## config.mk

```make
export PLATFORM = sky130hd
export DESIGN_NAME = bus_write_demux
export DESIGN_NICKNAME = d
export VERILOG_FILES = /design/src/rtl/bus_pkg.sv /design/src/rtl/write_queue.sv /design/src/rtl/bus_write_demux.sv
export SDC_FILE = /design/constraint.sdc
export NUM_CORES = 1
export LEC_CHECK = 0
export CAP_MARGIN = 10
export CORE_ASPECT_RATIO = 1.1
export CORE_MARGIN = 2
export CORE_UTILIZATION = 50
export DETAILED_ROUTE_END_ITERATION = 12
export PLACE_DENSITY = 0.88
export SYNTH_ARGS = -nofsm -noshare
export SYNTH_HDL_FRONTEND = slang
export SYNTH_SLANG_ARGS = --single-unit
export TNS_END_PERCENT = 1
```

## constraint.sdc

```tcl
create_clock -name clk -period 3.78 [get_ports clk]
set_clock_uncertainty 0.15 [all_clocks]
set_input_delay 0.756 -clock clk [delete_from_list [all_inputs] [get_ports clk]]
set_output_delay 0.756 -clock clk [all_outputs]
set_load 0.01 [all_outputs]
```

## src/rtl/bus_pkg.sv

```systemverilog
// bus_pkg: shared widths, write-request entry type and select decoder
// for the destination-side bus write demux.
package bus_pkg;

    localparam int DATA_W   = 32;
    localparam int NUM_DEST = 32;
    localparam int SEL_W    = 5;
    localparam int DEPTH    = 2;

    typedef struct packed {
        logic [SEL_W-1:0]  sel;
        logic [DATA_W-1:0] data;
    } wr_entry_t;

    function automatic logic [NUM_DEST-1:0] onehot_dec(input logic [SEL_W-1:0] sel);
        return {{(NUM_DEST-1){1'b0}}, 1'b1} << sel;
    endfunction

endpackage

```

## src/rtl/write_queue.sv

```systemverilog
// write_queue: DEPTH-entry synchronous FIFO of write requests with flush;
// the caller must not push while full or pop while empty.
module write_queue
    import bus_pkg::*;
#(
    parameter int DEPTH = bus_pkg::DEPTH
) (
    input  logic                     clk,
    input  logic                     reset_n,
    input  logic                     push_i,
    input  logic                     pop_i,
    input  logic                     flush_i,
    input  wr_entry_t                wdata_i,
    output wr_entry_t                rdata_o,
    output logic [$clog2(DEPTH):0]   count_o,
    output logic                     full_o,
    output logic                     empty_o
);

    localparam int PW = $clog2(DEPTH);
    localparam int CW = PW + 1;

    wr_entry_t         mem_q [DEPTH];
    logic [PW-1:0]     wr_ptr_q, wr_ptr_d;
    logic [PW-1:0]     rd_ptr_q, rd_ptr_d;
    logic [CW-1:0]     count_q, count_d;

    // Pointers are exactly PW bits wide, so increments wrap modulo DEPTH.
    always_comb begin
        wr_ptr_d = flush_i ? '0 : (push_i ? wr_ptr_q + 1'b1 : wr_ptr_q);
        rd_ptr_d = flush_i ? '0 : (pop_i ? rd_ptr_q + 1'b1 : rd_ptr_q);
        count_d  = flush_i ? '0 : count_q + CW'(push_i) - CW'(pop_i);
    end

    always_ff @(posedge clk or negedge reset_n) begin
        if (!reset_n) begin
            wr_ptr_q <= '0;
            rd_ptr_q <= '0;
            count_q  <= '0;
        end else begin
            wr_ptr_q <= wr_ptr_d;
            rd_ptr_q <= rd_ptr_d;
            count_q  <= count_d;
        end
    end

    always_ff @(posedge clk) begin
        if (push_i && !flush_i)
            mem_q[wr_ptr_q] <= wdata_i;
    end

    assign rdata_o = mem_q[rd_ptr_q];
    assign count_o = count_q;
    assign full_o  = (count_q == CW'(DEPTH));
    assign empty_o = (count_q == '0);

endmodule

```

## src/rtl/bus_write_demux.sv

```systemverilog
// bus_write_demux: queues (select, data) write requests and drains them as a
// one-hot load strobe plus shared data word to 32 destination registers.
module bus_write_demux
    import bus_pkg::*;
(
    input  logic                 clk,
    input  logic                 reset_n,
    input  logic                 wr_valid,
    output logic                 wr_ready,
    input  logic [SEL_W-1:0]     wr_select,
    input  logic [DATA_W-1:0]    wr_data,
    input  logic                 enable,
    input  logic                 flush,
    output logic [NUM_DEST-1:0]  load_en,
    output logic [DATA_W-1:0]    load_data,
    output logic                 busy
);

    wr_entry_t                 wr_entry, head;
    logic [$clog2(DEPTH):0]    count;
    logic                      full, empty, push, pop;
    logic [NUM_DEST-1:0]       load_en_q, load_en_d;
    logic [DATA_W-1:0]         load_data_q, load_data_d;

    assign wr_entry = '{sel: wr_select, data: wr_data};
    assign wr_ready = !full && reset_n;
    // Flush wins over both sides of the handshake on the same edge.
    assign push     = wr_valid && wr_ready && !flush;
    assign pop      = enable && !empty && !flush;

    write_queue #(.DEPTH(DEPTH)) u_queue (
        .clk     (clk),
        .reset_n (reset_n),
        .push_i  (push),
        .pop_i   (pop),
        .flush_i (flush),
        .wdata_i (wr_entry),
        .rdata_o (head),
        .count_o (count),
        .full_o  (full),
        .empty_o (empty)
    );

    always_comb begin
        load_en_d   = pop ? onehot_dec(head.sel) : '0;
        load_data_d = pop ? head.data : load_data_q;
    end

    always_ff @(posedge clk or negedge reset_n) begin
        if (!reset_n) begin
            load_en_q   <= '0;
            load_data_q <= '0;
        end else begin
            load_en_q   <= load_en_d;
            load_data_q <= load_data_d;
        end
    end

    assign load_en   = load_en_q;
    assign load_data = load_data_q;
    assign busy      = (count != '0) || (load_en_q != '0);

endmodule

```

==> results of run 1 <==
[sequential cells by signal, indices dropped and copies added (netlist names)]
register and flops:
load_data 32, load_en 32, u_queue.count_o 2, u_queue.mem_q 74
u_queue.rd_ptr_q 1, u_queue.wr_ptr_q 1
[worst max-delay path by stage]
stage,end,slack [ps]
6_report,busy,640
2_1_floorplan,u_queue.mem_q[0][0],490
5_1_grt,busy,570
3_5_place_dp,u_queue.count_o[1],960
4_1_cts,busy,640
3_3_place_gp,u_queue.count_o[0],1010
[per-layer routing]
layer | global-route usage (%) | vias up | wire length, um | share of wire (%)
met4 | 9.01 | 0 | 178 | 1.6
met3 | 6.78 | 18 | 756 | 6.9
met1 | 26.6 | 1647 | 4360 | 40
li1 | - | 1544 | - | -
met5 | 0 | - | 0 | 0
met2 | 31.9 | 135 | 5660 | 52
[Yosys cell counts (2+ instances only)]
master    count
inv_1         8
nor3_1       33
nand3_1       2
and3b_1       3
dfrtp_1      68
nor3b_1       2
nor4_1        8
or3_1         2
nor2_1        9
edfxtp_1     74
nand2_1       4
xnor2_1       2
buf_4         5
a31oi_1       2
mux2i_1      35
o21ai_0      66
ha_1          2
clkbuf_1     11
nand4_1       3
[worst max-delay path, cell delays in order, from the launching register on]
cell             delay [ps]
dfrtp_1                 380
nor4_1                  450
nand4_1                 120
or3_1                   390
clkdlybuf4s50_1         490
[cell families (layout without fill, tap and decap cells)]
family / Yosys count / in the layout
simple gates: 69 / 69
xor+xnor: 3 / 3
buf+inv: 26 / 153
fa+ha+maj: 2 / 2
mux: 36 / 36
compound gates: 74 / 74
flops: 142 / 142
[final cells by class]
| class | count | area [um2] |
|---|---|---|
| clock inverters | 9 | 53.8 |
| fillers | 734 | 3300 |
| multi-input cells | 184 | 1190 |
| well taps | 143 | 179 |
| repair buffers | 114 | 1120 |
| flip-flops and latches | 142 | 3930 |
| clock buffers | 22 | 497 |
| inverters | 8 | 30.0 |
[where the power goes]
part	leakage (nW)	switching, mW	total [mW]	internal, mW
clock network	0.281	0.593	1.52	0.927
logic	0.780	0.364	0.810	0.446
registers	1.57	0.144	1.98	1.83
==> key figures, run 1 <==
Layout
  • Post-Layout Cell Count: 622
  • Antenna cells: 0
  • Synthesis-to-finish area growth: 33.6%
  • Most frequent cells in the layout: clkdlybuf4s50_1 (106), edfxtp_1 (74), dfrtp_1 (67)
  • Fin util: between 60% and 70%
  • Final nets: 511
  • Share of layout cells above drive strength 1: 9.19%
  • Post-route design area: 7000 um2
  • Commonest non-fill, non-tap cell in the layout: clkdlybuf4s50_1

Yosys
  • Mux cell area share after synthesis: under 10%
  • Post-synthesis compound-gate area fraction: 7.60%
  • Dominant cell type by area after synthesis: edfxtp_1
  • Register area share after synthesis: 74.9%
  • Ys Warns: 0
  • Post-synth EDFFs: 74
  • Post-synth ARST share: 47.9%
  • Mapped Cells: between 300 and 400
  • Syn_nets: around 400
  • #FFs+latches synth: 142
  • Top cells by area, synth: edfxtp_1 (42%), dfrtp_1 (32%), mux2i_1 (6.7%), o21ai_0 (6.3%), nor3_1 (3.2%)
  • Synth Area per Inst: 14.9 um2
  • Mapped cell area: ~5200 um2
  • Adder-Cell Fraction of Synth Area: less than 1%
  • Xor and xnor area share after synthesis: 0.502%
  • Synth Area in Simple Gates: 7.00%
  • Most common flop cell mapped by yosys: edfxtp_1
  • Synth unique cells: 32
  • Largest family of logic cells by synthesized area: compound AO/OA/AOI/OAI gates
  • Yosys top cell area share: a little over two fifths

STA
  • Worst Tran Pin Value: 845 ps
  • Final hold violation count: 0
  • Final min period: 3140 ps
  • RSZ-0062 raised after global routing: false
  • Final Max Tran Viols: 0
  • Post-route setup TNS: 0 ps
  • Finish-stage setup viols: 0
  • Worst hold slack: 356 ps
  • Maximum clock frequency: 319 MHz
  • Final worst slack: 641 ps
  • Rel. slew slack: 43.7%
  • Period utilisation layout: 83.0%

Setup path
  • Max Fanout on Critical Path: 2
  • FF-to-FF End: load_en[9]
  • R2R depth: 3
  • Critical Path Start: load_en[0]
  • Worst Setup End Kind: output pin
  • Required time of the critical path: 2870 ps
  • Critical path type: register to output pin
  • Crit Reg-Reg Startpoint: u_queue.rd_ptr_q
  • Crit path DAT: 2230 ps
  • Reg2Reg Setup Slack: between 1500 and 2000 ps
  • CP Launch Type: register

Route
  • DR WL/cell: 17.6 um
  • DRC: 0
  • Vias per cell: between 5 and 6
  • Via count: 3344
  • ANT nets after route: 0
  • Initial DRT Pass Iterations: 4
  • Final WL: 11000 um
  • DR iter-0 viols: around 260

Clock tree
  • CTS clk-pin slew, worst paths: 50 ps
  • H-Tree Level Count: 4
  • CTS Sinks: 142
  • Clk Latency, worst-skew pair: 410 ps
  • Number of gates resized after CTS: 0
  • TritonCTS Buffers: 17
  • CTS max path bufs: 2
  • TritonCTS clock tree: yes
  • Post-CTS Repair Setup Buffers: 0
  • Clock root cell: clkbuf_16
  • Number of hold buffers added after cts: 0

Floorplanning
  • Die area: 11300 um2
  • Die width: 102 um
  • Core area: 10300 um2
  • FP Rows: 39
  • Die Y: about 110 um
  • Initial core utilization: 50.9%
  • IO Count: 108

Run
  • Max-cap violations: 0

Power and ir drop
  • Power per cell area: ~620 nW/um2
  • Pleak: ~2.6 nW
  • Peak supply drop: about 0.42 mV
  • Final Total Pwr: 4.31 mW

Global routing
  • Congestion Overflow GR: 0
  • Via count of the first global-routing pass: ~3500
  • Gr usage total: 20.6%
  • Largest net degree at the start of global routing: 71
  • First-pass GRT wire length: between 15000 and 20000 um
  • Initial antenna violation count: 0

Hold path
  • Worst hold start: load_data[16]
  • Hold Path Class: register to register
  • Hold path endpoint: load_data[16]
  • Hold Path Cell Cnt: 2

Placement
  • Dpl cell area: ~6400 um2
  • Final HPWL DP: 7040 um
  • GPL Wtd Cong: roughly 0.76
  • DP Worst Slack: 958 ps
  • Inst Count DP: approximately 590
  • Port buffer count: roughly 110

Status
  • Status: finished clean
Power figures use the tool's default switching activity.
==> inputs of run 2 (changes only) <==
==> constraint.sdc (replaced) <==
create_clock -name clk -period 3.13 [get_ports clk]
set_clock_uncertainty 0.15 [all_clocks]
set_input_delay 0.626 -clock clk [delete_from_list [all_inputs] [get_ports clk]]
set_output_delay 0.626 -clock clk [all_outputs]
set_load 0.01 [all_outputs]
==> key figures, run 2 (synthesized netlist as in run 1, its figures left out) <==
Status
  • Status: finished clean

Route
  • Initial DRT Pass Iterations: 5
  • DRC: 0
  • ANT nets after route: 0
  • Vias per cell: 5.50
  • Via count: 3429
  • DR iter-0 viols: 196
  • DR WL/cell: between 15 and 20 um
  • Final WL: 11500 um

Placement
  • Port buffer count: 107
  • DP Worst Slack: 675 ps
  • Dpl cell area: 6470 um2
  • Final HPWL DP: 7240 um
  • GPL Wtd Cong: 0.774

STA
  • Final Max Tran Viols: 0
  • Maximum clock frequency: 346 MHz
  • RSZ-0062 raised after global routing: false
  • Period utilisation layout: 92.5%
  • Worst Tran Pin Value: 883 ps
  • Final min period: 2890 ps
  • Final hold violation count: 0
  • Finish-stage setup viols: 0
  • Final worst slack: 236 ps
  • Rel. slew slack: 41.1%
  • Worst hold slack: 296 ps

Global routing
  • First-pass GRT wire length: 18500 um
  • Gr usage total: 21.7%
  • Initial antenna violation count: 0
  • Congestion Overflow GR: 0
  • Largest net degree at the start of global routing: just over 70
  • Via count of the first global-routing pass: 3670

Floorplanning
  • IO Count: 108
  • Die Y: 111 um
  • Initial core utilization: 50.9%
  • FP Rows: 39
  • Core area: ~10000 um2
  • Die area: ~11000 um2
  • Die width: 102 um

Setup path
  • Critical path type: register to output pin
  • CP Buf/Inv Count: 1
  • Max Fanout on Critical Path: 2
  • Worst Setup End Kind: output pin
  • CP Launch Type: register
  • FF-to-FF End: load_en[7]
  • Reg2Reg Setup Slack: 960 ps
  • R2R depth: 3
  • Crit-path cells: nor4_1 -> nand4_1 -> or3_1 -> clkdlybuf4s50_1
  • Crit Reg-Reg Startpoint: u_queue.rd_ptr_q
  • Crit path DAT: 2120 ps
  • CP max stage cell: clkdlybuf4s50_1
  • Required time of the critical path: about 2400 ps
  • CP top delay family: simple AND/OR/NAND/NOR gates
  • Worst path max stage delay: between 400 and 500 ps

Clock tree
  • TritonCTS clock tree: yes
  • Number of gates resized after CTS: 0
  • CTS Sinks: 142
  • TritonCTS Buffers: 17
  • Post-CTS Repair Setup Buffers: 0
  • Clock root cell: clkbuf_16
  • CTS clk-pin slew, worst paths: roughly 60 ps
  • Clk Latency, worst-skew pair: just over 400 ps
  • Number of hold buffers added after cts: 0
  • CTS max path bufs: 2
  • H-Tree Level Count: 4

Power and ir drop
  • Peak supply drop: around 0.51 mV
  • Power per cell area: between 700 and 800 nW/um2
  • Pleak: 2.62 nW

Layout
  • Post-route design area: 7010 um2
  • Sequential cell area: 3930 um2
  • Most frequent cells in the layout: clkdlybuf4s50_1 (106), edfxtp_1 (74), dfrtp_1 (67)
  • Synthesis-to-finish area growth: 33.9%
  • Share of layout cells above drive strength 1: 9.17%
  • # fillers: 716
  • Commonest non-fill, non-tap cell in the layout: clkdlybuf4s50_1
  • Fin util: a little under 70%
  • Multi-input combinational cell area: 1190 um2
  • Final nets: 511
  • Reg with most FFs: u_queue.mem_q
  • Antenna cells: 0
  • Max reg flops: 74

Run
  • Max-cap violations: 0

Hold path
  • Hold Path Class: input pin to async pin
## run 2: worst register-to-register path: cells and delay by family, from the launching register on
family	cells	cell delay, ps
and+or+nand+nor	2	840
DFF	1	770
muxes	1	280
## run 2: report_power, final
| group | internal, mW | leakage [nW] | total, mW | switching [mW] |
|---|---|---|---|---|
| clock network | 1.08 | 0.266 | 1.82 | 0.740 |
| registers | 2.21 | 1.57 | 2.38 | 0.170 |
| logic | 0.541 | 0.785 | 0.991 | 0.450 |
## run 2: how the worst max path moves through the flow
stage	to	slack, ps	startpoint	cells after the start
after detailed placement	busy	670	load_en[0]	4
after CTS	busy	220	load_en[0]	4
after floorplan	u_queue.mem_q[0][0]	-30	flush	4
final	busy	240	load_en[8]	4
after global placement	busy	620	load_en[0]	4
after global routing	busy	150	load_en[8]	4
## run 2: layout make-up
class	count	area share [%]
Clock inverter	10	0.910
Timing Repair Buffer	114	16.3
Multi-Input combinational cell	184	17.0
Sequential cell	142	56.0
Tap cell	143	2.55
Inverter	8	0.428
Clock buffer	22	6.78
## run 2: stage by stage
stage	total power [mW]	std cells	setup TNS (ps)
floorplan	2.75	352	-2340
global placement	3.35	591	0
detailed placement	3.39	591	0
CTS	5.22	623	0
global route	5.41	623	0
finish	5.19	623	0
## run 2: routing by layer
layer  GRT usage [%]  up-vias  share of wire, %
met5               0        -                 0
met4            8.56        0               2.2
met3            6.40       28               6.2
met2            36.8      158                52
met1            26.0     1703                40
li1                -     1540                 -
==> inputs of run 3 (changes only) <==
--- a/config.mk
+++ b/config.mk
@@ -11,6 +11,7 @@
 export CORE_UTILIZATION = 50
 export DETAILED_ROUTE_END_ITERATION = 12
 export PLACE_DENSITY = 0.88
+export SLEW_MARGIN = 5
 export SYNTH_ARGS = -nofsm -noshare
 export SYNTH_HDL_FRONTEND = slang
 export SYNTH_SLANG_ARGS = --single-unit
==> results of run 3 <==
Same layout as run 2: the final DEF is identical, and so are final timing and power.
